<file path="src/rtl/fir_decimator.sv">
// FIR output decimator: keeps every DECIM-th sample, rounds/scales to 16 bits, buffers in a FIFO.
// Build option: define DECIM_SAT_EN to clamp the scaled result instead of wrapping it.
module fir_decimator #(
    parameter int DECIM      = 4,
    parameter int SHIFT      = 15,
    parameter int FIFO_DEPTH = 8
) (
    input  logic                          CLK,
    input  logic                          rst_n,
    input  logic                          En_DEC,
    input  logic [31:0]                   sample_in,
    output logic [15:0]                   out_data,
    output logic                          out_valid,
    input  logic                          out_ready,
    output logic                          overflow,
    output logic [$clog2(FIFO_DEPTH):0]   fifo_level
);
    localparam int PW = (DECIM > 1) ? $clog2(DECIM) : 1;
    localparam int AW = $clog2(FIFO_DEPTH);
    localparam logic signed [32:0] HALF = 33'sd1 <<< (SHIFT - 1);

    logic [PW-1:0]        phase;
    logic                 keep;
    logic signed [32:0]   rnd_sum;
    logic signed [32:0]   r;
    logic [15:0]          scaled;
    logic                 stg_vld;
    logic [15:0]          stg_data;
    logic [15:0]          mem [FIFO_DEPTH];
    logic [AW:0]          wr_ptr, rd_ptr;
    logic                 full, push, pop;

    assign keep    = En_DEC && (phase == '0);
    assign rnd_sum = {sample_in[31], sample_in} + HALF;
    assign r       = rnd_sum >>> SHIFT;

`ifdef DECIM_SAT_EN
    always_comb begin
        scaled = r[15:0];
        if (r > 33'sd32767)
            scaled = 16'h7FFF;
        else if (r < -33'sd32768)
            scaled = 16'h8000;
    end
`else
    logic unused_r_hi;
    assign unused_r_hi = ^r[32:16];
    assign scaled      = r[15:0];
`endif

    // Extra wrap bit on each pointer lets level be a plain subtraction.
    assign fifo_level = wr_ptr - rd_ptr;
    assign out_valid  = (wr_ptr != rd_ptr);
    assign full       = (fifo_level == (AW+1)'(FIFO_DEPTH));
    assign pop        = out_valid && out_ready;
    assign push       = stg_vld && (!full || pop);
    assign out_data   = mem[rd_ptr[AW-1:0]];

    always_ff @(posedge CLK or negedge rst_n) begin
        if (!rst_n) begin
            phase    <= '0;
            stg_vld  <= 1'b0;
            stg_data <= '0;
            wr_ptr   <= '0;
            rd_ptr   <= '0;
            overflow <= 1'b0;
            for (int i = 0; i < FIFO_DEPTH; i++)
                mem[i] <= '0;
        end else begin
            if (En_DEC)
                phase <= (phase == PW'(DECIM - 1)) ? '0 : phase + 1'b1;
            stg_vld <= keep;
            if (keep)
                stg_data <= scaled;
            // On full+pop the write lands in the slot being vacated this edge.
            if (push) begin
                mem[wr_ptr[AW-1:0]] <= stg_data;
                wr_ptr              <= wr_ptr + 1'b1;
            end
            if (stg_vld && full && !pop)
                overflow <= 1'b1;
            if (pop)
                rd_ptr <= rd_ptr + 1'b1;
        end
    end
endmodule

</file>
<file path="config.mk">
export PLATFORM = sky130hd
export DESIGN_NAME = fir_decimator
export DESIGN_NICKNAME = d
export VERILOG_FILES = /design/src/rtl/fir_decimator.sv
export SDC_FILE = /design/constraint.sdc
export NUM_CORES = 1
export LEC_CHECK = 0
export CAP_MARGIN = 10
export CORE_MARGIN = 2
export CORE_UTILIZATION = 25
export CTS_BUF_LIST = sky130_fd_sc_hd__clkbuf_16
export CTS_CLUSTER_SIZE = 40
export DETAILED_ROUTE_END_ITERATION = 7
export GPL_TIMING_DRIVEN = 0
export SYNTH_ARGS = -nofsm -noshare
export SYNTH_HDL_FRONTEND = slang
export SYNTH_SLANG_ARGS = --single-unit
</file>
<file path="constraint.sdc">
create_clock -name CLK -period 6.3 [get_ports CLK]
set_clock_uncertainty 0.2 [all_clocks]
set_input_delay 1.26 -clock CLK [delete_from_list [all_inputs] [get_ports CLK]]
set_output_delay 1.26 -clock CLK [all_outputs]
set_load 0.005 [all_outputs]
</file>
==> results.md <==
* Run status: completed
* VDD IR max at 0.000192 V
* Critical Setup Path Class: reg2out
* I/O pin count at 58
* Max Cap Viol at 0
* Seq cells post-synth at 156
* Grt ovf at 0
* Final core utilization at between 30% and 40%
* Worst skew pair latency at 0.42 ns
* Antenna violations before repair at 0
* Placement-stage cell area at approximately 8300 um2
* Met2 usage at 16.6%
* Critical Path Max Stage Delay at between 0.5 and 0.6 ns
* Die W at 176 um
* Crit start category: flip-flop
* Core area at 28900 um2
* DRT iter0 DRCs at 262
* Final Critical Period at slightly below 5 ns
* Share of the synthesized area in the top cell type at 52.9%
* Pins Over Slew Limit at 0
* Power, Total at ~4.8 mW
* CP max FO at 10
* Synth area leaders: dfrtp_1 (53%), mux2_2 (14%), mux4_2 (9.8%), mux2_4 (6.1%), nand2_1 (3.1%)
* Placement row count at 62
* Worst Tran Pin Value at between 0.9 and 1 ns
* P&R area growth vs syn at 20.4%
* Global Route met3 Usage at 2.01%
* Clock root buffer: clkbuf_16
* Hold_buf cts at 0
* Worst Setup Slack, final at approximately 1.4 ns
* GRT Max-Usage Layer: met2
* Post-route clock period utilization at 77.5%
* Worst path arrival time at 3.42 ns
* RSZ-0062 raised after global routing: false
* Worst Path Required at 4.84 ns
* R2R Setup Slk at 1.71 ns
* Share of layout cells above drive strength 1 at a little over a third
* I/O Buffers at between 40 and 50
* Nets at 628
* Post-CTS sizing at 0
* Pin count of the biggest net entering global routing at 112
* Setup violators final at 0
* Seq/Total Area, Yosys at 52.9%
* Yosys cell types at 38
* Mapped Cells at 521
* Net Count, Synth at 566
* Layout Cell Area excl Fill at roughly 8900 um2
* Final hold vios at 0
* Vias/cell at 4.35
* CTS tree: done
* Avg Cell Area, Syn at between 10 and 15 um2
* Leakage at 3.83 nW
* Register area at a little under 4000 um2
* Worst slew margin at 35.5%
* Synth area leader: dfrtp_1
* Power per Cell Area at between 500 and 600 nW/um2
* Clock Tree Buf Depth at 2
* # DRC at 0
* FMAX at 0.205 GHz
* CP max stage cell: clkdlybuf4s50_1
* Nature of the critical path endpoint: primary output
* Routed via count at 4264
* Vias in the first global route at between 4000 and 5000
* Die Span Y at approximately 180 um
* Min-Delay Path Class: reg2reg
* Wire per inst at 16.2 um
* First-pass GRT wire length at between 20000 and 30000 um
* GRT Overall Usage at a little over a tenth
* Crit-path cells: clkbuf_1, clkinv_1, clkbuf_1, ha_1, a21oi_1, and3_2, nor2_1, clkdlybuf4s50_1
* H-tree levels at 4
* Final setup TNS at 0 ns
* HPWL after detailed placement at between 10000 and 15000 um
* Initial Util at 25.6%
* M1 GR Usage at 15.7%
* Total Wirelength at 15900 um
* # clock sinks at about 160
* Area of the multi-input gates at 3280 um2
* Total number of yosys warnings at 0
* Antenna viol nets, final at 0
* Critical Path Most Common Cell: clkbuf_1
* Mapped Area at 7380 um2
* CTS clock-pin slew for the worst setup and hold paths at 0.06 ns
* TritonRoute pass-1 iters at 6
* Post-CTS setup repair buffer count at 0
* Pre-CTS setup slack at 1.60 ns
* Layout fillers at roughly 2900
* Antenna fix cells at 0
* Die area at roughly 30000 um2
* CTS buffer count at 17
* GPL Wtd Cong at 0.696
-- logic make-up after synthesis --
group | count (synthesis) | share of synthesized area, %
muxes | 163 | 31.3
DFF | 156 | 52.9
and+or+nand+nor | 110 | 7.02
xor gates and xnor gates | 23 | 2.73
AOI/OAI and AO/OA | 22 | 1.75
buffers and inverters | 38 | 2.71
adders and majority gates | 9 | 1.63
-- layout by cell type (no fill, tap or decap), types with 4 or more instances in the layout --
cell type / count
dfrtp_1: 156
mux2_2: 91
nand2_1: 60
clkdlybuf4s50_1: 41
mux4_2: 32
mux2_4: 30
nor2_1: 22
clkbuf_16: 17
a21oi_1: 16
clkbuf_1: 13
xor2_1: 13
mux2_1: 10
xnor2_1: 10
buf_2: 9
nand3_1: 8
ha_1: 8
inv_1: 7
buf_6: 4
clkinv_2: 4
inv_6: 4
-- worst max-delay path: cells and delay by family, from the launching register on --
family	cells	cell delay (ns)
and+or+nand+nor	2	0.35
buffers and inverters	4	1.75
AOI/OAI and AO/OA	1	0.10
adders and majority gates	1	0.46
DFF	1	0.33
-- cells in the mapped netlist --
cell type,count
mux2_2,91
buf_6,4
nor3_1,2
nor2_1,22
nand2_1,60
nand4_1,3
buf_1,3
xnor2_1,10
or2_2,1
mux2_1,10
ha_1,8
buf_12,1
a21oi_1,16
nand3_1,8
and3_2,1
o21a_2,1
nand3b_1,1
mux2_4,30
nor4b_4,1
and4_1,1
or4b_4,1
or3_1,1
nor3_2,3
buf_2,9
and3_1,1
and2_1,1
or4_1,2
clkbuf_1,13
or4b_1,1
o41ai_2,1
dfrtp_1,156
mux4_2,32
xor2_1,13
a31o_2,1
o21ai_0,3
clkinv_1,1
inv_1,7
fa_1,1
-- power by group --
group / total, mW / internal, mW / switching [mW] / leakage (nW)
combinational: 1.96 / 1.17 / 0.798 / 1.64
clock: 0.999 / 0.582 / 0.417 / 0.279
sequential: 1.85 / 1.48 / 0.365 / 1.91
-- state kept, by name, summed over array words and instances, names as in the netlist --
signal and count:
mem 128, overflow 1, phase 2, rd_ptr 4
stg_data 16, stg_vld 1, wr_ptr 4
-- layout make-up --
cell class,instances,area share [%]
multi-input combinational,327,36.9
timing repair buffer,43,5.10
tap,384,5.41
buffer,30,1.91
sequential,156,43.9
clock inverter,15,1.65
clock buffer,17,4.79
inverter,8,0.338
-- routing by layer --
layer  vias to the layer above  part of all wire [%]
met4                         0                   1.4
met3                        12                   2.5
met5                         -                     0
met1                      2196                    51
li1                       1993                     -
met2                        63                    45
-- through the flow --
step	cells	hold slack (ns)
after floorplan	521	0.259
after global placement	947	0.255
after detailed placement	948	0.255
after CTS	980	0.270
after global routing	980	0.285
final	980	0.266
-- final timing paths --
kind,to,cells after the start,from
worst max-delay path,fifo_level[3],8,rd_ptr[2]
worst min-delay path,overflow,1,overflow
worst max register to register,mem[11],11,rd_ptr[1]
worst min register to register,overflow,1,overflow
max in group asynchronous,mem[120],2,rst_n
min in group asynchronous,mem[34],1,rst_n
Note: power is estimated with default switching activity, not from simulation.
